### src/rtl/mantissa_aligner_if.sv
// Lane-bundle handshake between the exponent normalizer, the mantissa aligner
// and the downstream adder tree.
interface mantissa_aligner_if #(
  parameter int expWidth = 4,
  parameter int manWidth = 4
) ();
  localparam int alnWidth = manWidth + 3;

  logic                    in_valid;
  logic                    in_ready;
  logic [4*manWidth-1:0]   input_man;
  logic [3:0]              input_sign;
  logic [expWidth-1:0]     max_exp;
  logic [4*expWidth-1:0]   exp_offset_num;
  logic                    out_valid;
  logic                    out_ready;
  logic [4*alnWidth-1:0]   aligned_man;
  logic [3:0]              aligned_sign;
  logic [expWidth-1:0]     aligned_exp;

  modport master (
    output in_valid, input_man, input_sign, max_exp, exp_offset_num, out_ready,
    input  in_ready, out_valid, aligned_man, aligned_sign, aligned_exp
  );

  modport slave (
    input  in_valid, input_man, input_sign, max_exp, exp_offset_num, out_ready,
    output in_ready, out_valid, aligned_man, aligned_sign, aligned_exp
  );
endinterface

### src/rtl/mantissa_aligner.sv
// Two-stage pipeline that right-shifts four lane mantissas onto the common
// exponent, producing mantissa+guard+round+sticky per lane.
module mantissa_aligner #(
  parameter int expWidth = 4,
  parameter int manWidth = 4
) (
  input logic              clk,
  input logic              rst_n,
  mantissa_aligner_if.slave bus
);
  localparam int alnWidth = manWidth + 3;

  // Shift one lane right by off; every bit pushed out folds into bit 0.
  function automatic logic [alnWidth-1:0] align_lane(
    input logic [manWidth-1:0] man,
    input logic [expWidth-1:0] off
  );
    logic [alnWidth-1:0] ext;
    logic [alnWidth-1:0] lost_mask;
    logic [alnWidth-1:0] res;
    ext = {man, 3'b000};
    if (int'(off) >= alnWidth) begin
      res    = '0;
      res[0] = |man;
    end else begin
      lost_mask = ~({alnWidth{1'b1}} << off);
      res       = ext >> off;
      res[0]    = res[0] | (|(ext & lost_mask));
    end
    return res;
  endfunction

  logic                    adv_s;
  logic                    s1_valid_q;
  logic [4*manWidth-1:0]   s1_man_q;
  logic [3:0]              s1_sign_q;
  logic [expWidth-1:0]     s1_exp_q;
  logic [4*expWidth-1:0]   s1_off_q;
  logic                    out_valid_q;
  logic [4*alnWidth-1:0]   aln_d;
  logic [4*alnWidth-1:0]   aln_q;
  logic [3:0]              sign_q;
  logic [expWidth-1:0]     exp_q;

  // A single enable moves the whole pipe, so a stall freezes both stages together.
  assign adv_s            = ~out_valid_q | bus.out_ready;
  assign bus.in_ready     = adv_s;
  assign bus.out_valid    = out_valid_q;
  assign bus.aligned_man  = aln_q;
  assign bus.aligned_sign = sign_q;
  assign bus.aligned_exp  = exp_q;

  // Stage 1 input capture.
  always_ff @(posedge clk or negedge rst_n) begin
    if (!rst_n) begin
      s1_valid_q <= 1'b0;
      s1_man_q   <= '0;
      s1_sign_q  <= 4'b0000;
      s1_exp_q   <= '0;
      s1_off_q   <= '0;
    end else if (adv_s) begin
      s1_valid_q <= bus.in_valid;
      s1_man_q   <= bus.input_man;
      s1_sign_q  <= bus.input_sign;
      s1_exp_q   <= bus.max_exp;
      s1_off_q   <= bus.exp_offset_num;
    end
  end

  // Per-lane alignment of the stage-1 contents.
  always_comb begin
    aln_d = '0;
    for (int i = 0; i < 4; i++) begin
      aln_d[i*alnWidth +: alnWidth] =
        align_lane(s1_man_q[i*manWidth +: manWidth], s1_off_q[i*expWidth +: expWidth]);
    end
  end

  // Stage 2 result register driving the outputs.
  always_ff @(posedge clk or negedge rst_n) begin
    if (!rst_n) begin
      out_valid_q <= 1'b0;
      aln_q       <= '0;
      sign_q      <= 4'b0000;
      exp_q       <= '0;
    end else if (adv_s) begin
      out_valid_q <= s1_valid_q;
      aln_q       <= aln_d;
      sign_q      <= s1_sign_q;
      exp_q       <= s1_exp_q;
    end
  end
endmodule

### src/flat_wrapper.sv
// flat-port wrapper written by rule: the top's interface ports become plain ports
module mantissa_aligner_flat 
#(
  parameter int expWidth = 4,
  parameter int manWidth = 4
)
  (clk, rst_n, bus_in_valid, bus_input_man, bus_input_sign, bus_max_exp, bus_exp_offset_num, bus_out_ready, bus_in_ready, bus_out_valid, bus_aligned_man, bus_aligned_sign, bus_aligned_exp);
  mantissa_aligner_if #(.expWidth(expWidth), .manWidth(manWidth)) bus_i ();
  input logic clk;
  input logic rst_n;
  input wire logic [$bits(bus_i.in_valid)-1:0] bus_in_valid;
  input wire logic [$bits(bus_i.input_man)-1:0] bus_input_man;
  input wire logic [$bits(bus_i.input_sign)-1:0] bus_input_sign;
  input wire logic [$bits(bus_i.max_exp)-1:0] bus_max_exp;
  input wire logic [$bits(bus_i.exp_offset_num)-1:0] bus_exp_offset_num;
  input wire logic [$bits(bus_i.out_ready)-1:0] bus_out_ready;
  output wire logic [$bits(bus_i.in_ready)-1:0] bus_in_ready;
  output wire logic [$bits(bus_i.out_valid)-1:0] bus_out_valid;
  output wire logic [$bits(bus_i.aligned_man)-1:0] bus_aligned_man;
  output wire logic [$bits(bus_i.aligned_sign)-1:0] bus_aligned_sign;
  output wire logic [$bits(bus_i.aligned_exp)-1:0] bus_aligned_exp;
  assign bus_i.in_valid = bus_in_valid;
  assign bus_i.input_man = bus_input_man;
  assign bus_i.input_sign = bus_input_sign;
  assign bus_i.max_exp = bus_max_exp;
  assign bus_i.exp_offset_num = bus_exp_offset_num;
  assign bus_i.out_ready = bus_out_ready;
  assign bus_in_ready = bus_i.in_ready;
  assign bus_out_valid = bus_i.out_valid;
  assign bus_aligned_man = bus_i.aligned_man;
  assign bus_aligned_sign = bus_i.aligned_sign;
  assign bus_aligned_exp = bus_i.aligned_exp;
  mantissa_aligner #(.expWidth(expWidth), .manWidth(manWidth)) u_core (.clk(clk), .rst_n(rst_n), .bus(bus_i));
endmodule
### config.mk
export PLATFORM = sky130hd
export DESIGN_NAME = mantissa_aligner_flat
export DESIGN_NICKNAME = d
export VERILOG_FILES = /design/src/rtl/mantissa_aligner_if.sv /design/src/rtl/mantissa_aligner.sv /design/src/flat_wrapper.sv
export SDC_FILE = /design/constraint.sdc
export NUM_CORES = 1
export LEC_CHECK = 0
export ABC_AREA = 1
export CORE_MARGIN = 3
export CORE_UTILIZATION = 31
export CTS_CLUSTER_DIAMETER = 100
export CTS_CLUSTER_SIZE = 24
export DETAILED_ROUTE_END_ITERATION = 12
export GPL_ROUTABILITY_DRIVEN = 0
export PLACE_DENSITY = 0.64
export SLEW_MARGIN = 0
export SYNTH_ARGS = -nofsm -noshare
export SYNTH_HDL_FRONTEND = slang
export SYNTH_SLANG_ARGS = --single-unit
### constraint.sdc
create_clock -name clk -period 1.85 [get_ports clk]
set_input_delay 0.37 -clock clk [delete_from_list [all_inputs] [get_ports clk]]
set_output_delay 0.37 -clock clk [all_outputs]
set_load 0.005 [all_outputs]
=== Yosys cells after proc, flatten, opt, wreduce, memory -nomap -nowiden ===
Cells that the tools add are included.

* Register bits: 78
* Input bits: 44
* Output and inout bits: 38
* Word-level logic and storage cells: 47

* Order comparisons: 4
* Shift operators: 8
* Mux-type cells: 4
* Bitwise logic cells: 14
* Reduce and logical (&&, ||, !) cells: 8

{| class="wikitable"
|+ Operators with widths
! cell !! number
|-
| AND 7 bit || 4
|-
| two-way mux 7 bit || 4
|-
| NOT 7 bit || 4
|-
| OR reduction 7 bit || 4
|-
| left shift 7 x 4 -> 7 bit, first input constant || 4
|-
| right shift 7 x 4 -> 7 bit || 4
|-
| >= comparator 4 x 3 -> 1 bit, second input constant || 4
|-
| OR reduction 4 bit || 4
|-
| bitwise OR 1 bit || 5
|-
| NOT 1 bit || 1
|}

=== Depth between registers and ports, before layout ===
Gate-level depths: netlist (run 1).

* Depth in word-level cells: 6
* Mapped depth: 7
* Depth with buffers taken out: 6

=== Least setup slack after synthesis (run 1) ===
Ideal clock, no wire load.

* Path type: input-to-output
* From: in bus_out_ready
* To: out bus_in_ready
* Data arrival time: 0.807 ns
* Required time: 1.480 ns
* Path slack: 0.673 ns
* Cell stages on the path: 4
* Path buffers: 2
* Path through: inv_1 nand2_4 buf_6 buf_4

* Cells in the longest elaborated chain, start to end: 1

{| class="wikitable"
|+ Ends and longest elaborated chain
! item !! RTL line !! RTL
|-
| from (decl) || flat_wrapper.sv:16 || <nowiki>input wire logic [$bits(bus_i.out_ready)-1:0] bus_out_ready;</nowiki>
|-
| bitwise OR 1 bit || mantissa_aligner.sv:46 || <nowiki>assign adv_s = ~out_valid_q | bus.out_ready;</nowiki>
|-
| to (decl) || flat_wrapper.sv:17 || <nowiki>output wire logic [$bits(bus_i.in_ready)-1:0] bus_in_ready;</nowiki>
|}

Every way passes these cells.

=== Worst setup path after layout (run 1) ===
Same ends and word-level chain as after synthesis.

==> results.md, run 1 <==
* Utilization after layout at approximately 43%
* Setup crit end kind: output port
* Worst path cell trace: clkdlybuf4s50_1 -> inv_1 -> nand2_4 -> clkdlybuf4s50_1
* H-tree depth at 3
* Max-slew headroom at a little over 70%
* Syn-to-layout area delta at 35.0%
* Most numerous cell in the Yosys netlist: nand2_1
* Syn Area/Cell at ~7.7 um2
* Power per cell area at about 1100 nW/um2
* Reg-to-Reg End: u_core.bus.aligned_man[3]$_DFFE_PN0P_
* Initial drt markers at about 160
* Synth Instances at between 400 and 500
* CP peak stage delay at roughly 500 ps
* Die area at 13300 um2
* Post-synth top area cell: dfrtp_1
* Worst-Skew Late Latency at about 340 ps
* Final Cycle Share at 97.7%
* Slowest CP cell: clkdlybuf4s50_1
* Seq. cell area at roughly 2000 um2
* Post-CTS sizing at 0
* Vias in the first global route at ~3300
* First-pass GRT wire length at roughly 15 mm
* P_sw at 1.50 mW
* Delay-heaviest family, CP: buffers and inverters
* R2r startpoint: u_core.bus.out_valid$_DFFE_PN0P_
* Post-CTS Hold Buffers at 0
* GRT overflow at 0
* GRT Util Overall at between 10 and 15%
* Area contributors post-synth: dfrtp_1 (53%), nand2_1 (21%), inv_1 (4.4%), o21ai_0 (4.4%), nand3_1 (4.3%)
* Wire per inst at between 10 and 15 um
* Netlist area before placement at around 3700 um2
* Crit path time final at around 1800 ps
* Starting density of the core at between 30% and 40%
* Seq/Total Area, Yosys at between 50% and 60%
* Antenna diodes at 0
* Clock tree buffer depth at 2
* Cell Area, Placed at 4680 um2
* Peak Freq at between 500 and 600 MHz
* Switching share of total power at 28.1%
* CORE AREA at roughly 12000 um2
* Root buffer cell: clkbuf_16
* Leak pwr at 2.50 nW
* Post-synthesis cell type count at 18
* Vias at 3245
* P_int at 3.83 mW
* Num Clock Sinks at 78
* Post-CTS setup buffers at 0
* Max Fanout on Critical Path at 2
* Die H at between 100 and 150 um
* Part of the power in the clock network at approximately 36%
* Synth Flop Type: dfrtp_1
* Ys async rst share at 100%
* IO buf count at 81
* Worst endpoint required time at roughly 1500 ps
* Max cap viols at 0
* Vias/cell at around 4.5
* Slew Limit Fails at 0
* Fin nets at 610
* Register bit count reported by yosys at roughly 80
* Area of the multi-input gates at 1450 um2
* EDFF count, synth at 0
* CP dominant cell by count: clkdlybuf4s50_1
* Flop-to-flop setup slack at 520 ps
* CP Class: primary input to output port
* HPWL after DPL at ~6.1 mm
* Total power draw at around 5.3 mW
* Dpl ws at approximately 32 ps
* Die X at roughly 120 um
* Syn. warnings at 0
* Syn nets at 529
* Slew @ Worst Pin at between 400 and 500 ps
* Routed wire length at ~8.5 mm
* Clk slew on worst S/H paths at ~60 ps
* CP bufs+invs at 3
* Row cnt at 39
* Residual DRC at 0
* Flop pwr share at 40.6%
* Top cells by count, synth: nand2_1 (210), dfrtp_1 (78), inv_1 (44)
* WP data arrival at roughly 1400 ps
* CP Launch Type: primary input
* Initial antenna violation count at 0
* Worst R2R Path Depth at 6
* Number of routed nets with antenna violations at 0
* Status: complete, no violations
* CTS tree: yes
* Post-route cell area at roughly 5000 um2
* Hold Vio Cnt, Final at 0
* Comb power frac at around 23%
* IO Pins at between 80 and 90
* TNS Setup at 0 ps
* Fillers at 1175
* Num CTS Buffers at 9
* RSZ-0062 raised after global routing: false
* Layout cells sized above 1 at approximately 7.2%
* Worst clock skew at around 3.6 ps
* Post-synth top area share at between 50% and 60%
* Max IR drop VDD at 0.000374 V
* Final setup vio count at 0
* Final WS setup at around 42 ps
* Min-delay worst type: primary input to asynchronous set/reset pin
* TritonRoute pass-1 iters at 4
* Largest net degree at the start of global routing at approximately 80
-- kinds of logic after synthesis --
group,Yosys count,synth area share [%]
compound gates,57,8.56
buf+inv,67,8.49
flops,78,52.6
simple gates,283,30.4
-- routing by layer --
| layer | wire (um) | share of wire [%] | GRT usage (%) |
|---|---|---|---|
| met1 | 3830 | 45 | 18.2 |
| met2 | 4000 | 47 | 22.0 |
| met3 | 502 | 5.9 | 3.81 |
| met4 | 191 | 2.2 | 6.81 |
| met5 | 0 | 0 | 0 |
-- through the flow --
step                      instances  hold WS, ps
final                           714         30.1
after global routing            714         84.5
after CTS                       714         59.9
after detailed placement        698          433
after global placement          698          427
after floorplan                 485         74.4
-- power by group through the flow --
stage               logic, mW  registers [mW]  clock network (mW)
floorplan               0.700            2.13                   0
global placement         1.23            2.19                   0
detailed placement       1.25            2.19                   0
CTS                      1.25            2.17                2.01
global route             1.41            2.21                2.07
finish                   1.23            2.16                1.94
-- flip-flops by register name, summed over array words and instances, names as in the netlist --
signal                   flops
u_core.s1_valid_q            1
u_core.s1_exp_q              4
u_core.s1_off_q             16
u_core.bus.out_valid         1
u_core.bus.aligned_sign      4
u_core.bus.aligned_man      28
u_core.s1_man_q             16
u_core.s1_sign_q             4
u_core.bus.aligned_exp       4
-- worst max-delay path by stage --
stage	from	to	slack, ps	cells after the start
global route	bus_out_ready	bus_in_ready	10	4
finish	bus_out_ready	bus_in_ready	40	4
global placement	bus_out_ready	bus_in_ready	20	4
detailed placement	bus_out_ready	u_core.bus.aligned_man[3]$_DFFE_PN0P_	30	8
CTS	bus_out_ready	bus_in_ready	30	4
floorplan	bus_out_ready	bus_in_ready	670	4
-- placed cells by master (no fill, tap or decap), drive strengths merged --
master and count:
nand2 211, clkdlybuf4s50 80, dfrtp 78, o21ai 49
inv 45, nor2 40, nand3 32, buf 12
clkbuf 11, o211ai 4, a21oi 4, bufinv 2
clkinv 2, clkinvlp 1
-- final cells by class --
class / instances / area share [%]
well taps: 143 / 3.57
multi-input cells: 340 / 28.8
clock inverters: 5 / 1.62
flip-flops and latches: 78 / 39.0
repair buffers: 92 / 18.5
clock buffers: 11 / 5.04
inverters: 45 / 3.42
Power figures use the tool's default switching activity.
==> inputs of run 2 (changes only) <==
--- a/config.mk
+++ b/config.mk
@@ -7,13 +7,13 @@
 export LEC_CHECK = 0
 export ABC_AREA = 1
 export CORE_MARGIN = 3
-export CORE_UTILIZATION = 31
+export CORE_UTILIZATION = 46
 export CTS_CLUSTER_DIAMETER = 100
 export CTS_CLUSTER_SIZE = 24
 export DETAILED_ROUTE_END_ITERATION = 12
 export GPL_ROUTABILITY_DRIVEN = 0
-export PLACE_DENSITY = 0.64
-export SLEW_MARGIN = 0
+export PLACE_DENSITY = 0.85
+export SLEW_MARGIN = 10
 export SYNTH_ARGS = -nofsm -noshare
 export SYNTH_HDL_FRONTEND = slang
 export SYNTH_SLANG_ARGS = --single-unit
==> run 2 against run 1 <==
First-iteration DRC count increased by 28%; critical endpoint is now bus_out_valid; critical path type is now flip-flop to output port; clock skew rose by 11 ps; clock power fell by 15%.
==> results.md, run 2 (same netlist as run 1, synthesis figures left out) <==
* Largest net degree at the start of global routing at 38 (-52%)
* Peak Freq at 609 MHz (+10%)
* CP bufs+invs at 1 (-2)
* IO Pins at 82 (unchanged)
* Cell Area, Placed at 4600 um2 (-1.5%)
* Crit path time final at 1640 ps (-165 ps)
* Final Cycle Share at 88.8% (-8.9 points)
* Flop pwr share at 42.9% (+2.3 points)
* GRT overflow at 0 (unchanged)
* RSZ-0062 raised after global routing: false
* Setup crit end kind: output port
* Root buffer cell: clkbuf_8
* Worst path cell trace: clkdlybuf4s50_1
* CP Class: flip-flop to output port
* Die X at 95.8 um (-17%)
* WP data arrival at 1270 ps (-170 ps)
* Num Clock Sinks at 78 (unchanged)
* HPWL after DPL at 6.13 mm (-0.13%)
* P_int at 3.62 mW (-5.6%)
* Worst endpoint required time at 1480 ps (about the same)
* TritonRoute pass-1 iters at 5 (+1)
* H-tree depth at 3 (unchanged)
* Area of the multi-input gates at 1450 um2 (unchanged)
* Max cap viols at 0 (unchanged)
* Final setup vio count at 0 (unchanged)
* Routed wire length at 8.36 mm (-1.9%)
* Initial antenna violation count at 0 (unchanged)
* Leak pwr at 2.46 nW (-1.6%)
* Fin Hold WS at 462 ps (+432 ps)
* Vias/cell at 4.90 (+7.9%)
* Most frequent cells in the layout: nand2_1 (210), clkdlybuf4s50_1 (79), dfrtp_1 (78)
* Min-delay worst type: flip-flop to flip-flop
* Vias at 3291 (+1.4%)
* Max IR drop VDD at 0.000440 V (+18%)
* GRT Util Overall at 19.4% (+5.4 points)
* Number of routed nets with antenna violations at 0 (unchanged)
* Starting density of the core at 47.8% (+16 points)
* Num CTS Buffers at 9 (unchanged)
* Clk slew on worst S/H paths at 70 ps (about the same)
* Vias in the first global route at 3114 (-4.7%)
* Hold Vio Cnt, Final at 0 (unchanged)
* Slew Limit Fails at 0 (unchanged)
* Commonest non-fill, non-tap cell in the layout: nand2_1
* Row cnt at 32 (-18%)
* First-pass GRT wire length at 14.0 mm (-6.1%)
* CTS tree: yes
* Slew @ Worst Pin at 484 ps (+66.1 ps)
* Power per cell area at 1030 nW/um2 (-2.7%)
* P_sw at 1.42 mW (-5.1%)
* Die area at 9180 um2 (-31%)
* Slowest CP cell: clkdlybuf4s50_1
* Antenna diodes at 0 (unchanged)
* Max Fanout on Critical Path at 2 (unchanged)
* Initial drt markers at 207 (+28%)
* Post-route cell area at 4870 um2 (-2.8%)
* Fin nets at 610 (unchanged)
* Max-slew headroom at 67.7% (-4.4 points)
* CORE AREA at 7770 um2 (-33%)
* CP peak stage delay at 530 ps (+30 ps)
* Seq. cell area at 1950 um2 (unchanged)
* Residual DRC at 0 (unchanged)
* Delay-heaviest family, CP: buffers and inverters
* Worst clock skew at 15.0 ps (+11.3 ps)
* Part of the power in the clock network at 32.8% (-3.5 points)
* IO buf count at 81 (unchanged)
* Post-CTS setup buffers at 0 (unchanged)
* Comb power frac at 24.3% (+1.2 points)
* Syn-to-layout area delta at 31.2%
* Die H at 95.8 um (-17%)
* Switching share of total power at 28.3% (+0.11 points)
* Total power draw at 5.04 mW (-5.4%)
* Clock tree buffer depth at 2 (unchanged)
* Layout cells sized above 1 at 6.68% (-0.50 points)
* Worst-Skew Late Latency at 350 ps (about the same)
* Fillers at 671 (-43%)
* Status: complete, no violations
* CP Launch Type: flip-flop
* Largest register FFs at 28 (unchanged)
* Wire per inst at 12.5 um (+4.4%)
==> run 2: cell type report <==
| class | instances | area share [%] |
|---|---|---|
| flip-flops and latches | 78 | 40.1 |
| multi-input cells | 340 | 29.7 |
| clock inverters | 4 | 2.47 |
| clock buffers | 10 | 2.83 |
| inverters | 45 | 3.52 |
| well taps | 102 | 2.62 |
| repair buffers | 92 | 18.8 |
==> run 2: final timing paths <==
path                                                  startpoint                                endpoint  slack, ps  cells after the start
worst max-delay path            u_core.bus.out_valid$_DFFE_PN0P_                           bus_out_valid        210                      1
worst min-delay path               u_core.s1_valid_q$_DFFE_PN0P_        u_core.bus.out_valid$_DFFE_PN0P_        460                      2
worst max register to register  u_core.bus.out_valid$_DFFE_PN0P_  u_core.bus.aligned_man[17]$_DFFE_PN0P_        390                      6
worst min register to register     u_core.s1_valid_q$_DFFE_PN0P_        u_core.bus.out_valid$_DFFE_PN0P_        460                      2
max in group asynchronous                                  rst_n  u_core.bus.aligned_man[22]$_DFFE_PN0P_        770                      3
min in group asynchronous                                  rst_n          u_core.s1_off_q[8]$_DFFE_PN0P_        530                      2
==> run 2: metal layers <==
layer  GRT usage (%)  vias up  wire length, um
met1            25.4     1528             3630
met2            32.1       99             4140
met4            6.04        0               79
li1                -     1657                -
met5               0        -                0
met3            4.53        7              518
==> run 2: repair_timing <==
| item | 4_1_cts | 5_1_grt |
|---|---|---|
| setup endpoints to repair | 1 | 0 |
| hold buffers | 1 | 0 |
| hold endpoints to repair | 18 | 0 |
| gates resized for setup | 1 | 0 |
==> run 2: stage by stage <==
| stage | setup WS (ps) | cells | util [%] | TNS, ps |
|---|---|---|---|---|
| global placement | -71.0 | 656 | 59.3 | -223 |
| global route | 135 | 671 | 62.7 | 0 |
| CTS | 187 | 671 | 62.7 | 0 |
| finish | 208 | 671 | 62.7 | 0 |
| floorplan | 673 | 485 | - | 0 |
| detailed placement | -71.2 | 656 | 59.3 | -645 |
==> run 2: power by group through the flow <==
stage | clock, mW | combinational [mW] | sequential, mW
2_1_floorplan | 0 | 0.700 | 2.13
6_report | 1.65 | 1.22 | 2.16
4_1_cts | 1.68 | 1.24 | 2.16
3_5_place_dp | 0 | 1.23 | 2.19
5_1_grt | 1.76 | 1.40 | 2.19
3_3_place_gp | 0 | 1.19 | 2.18
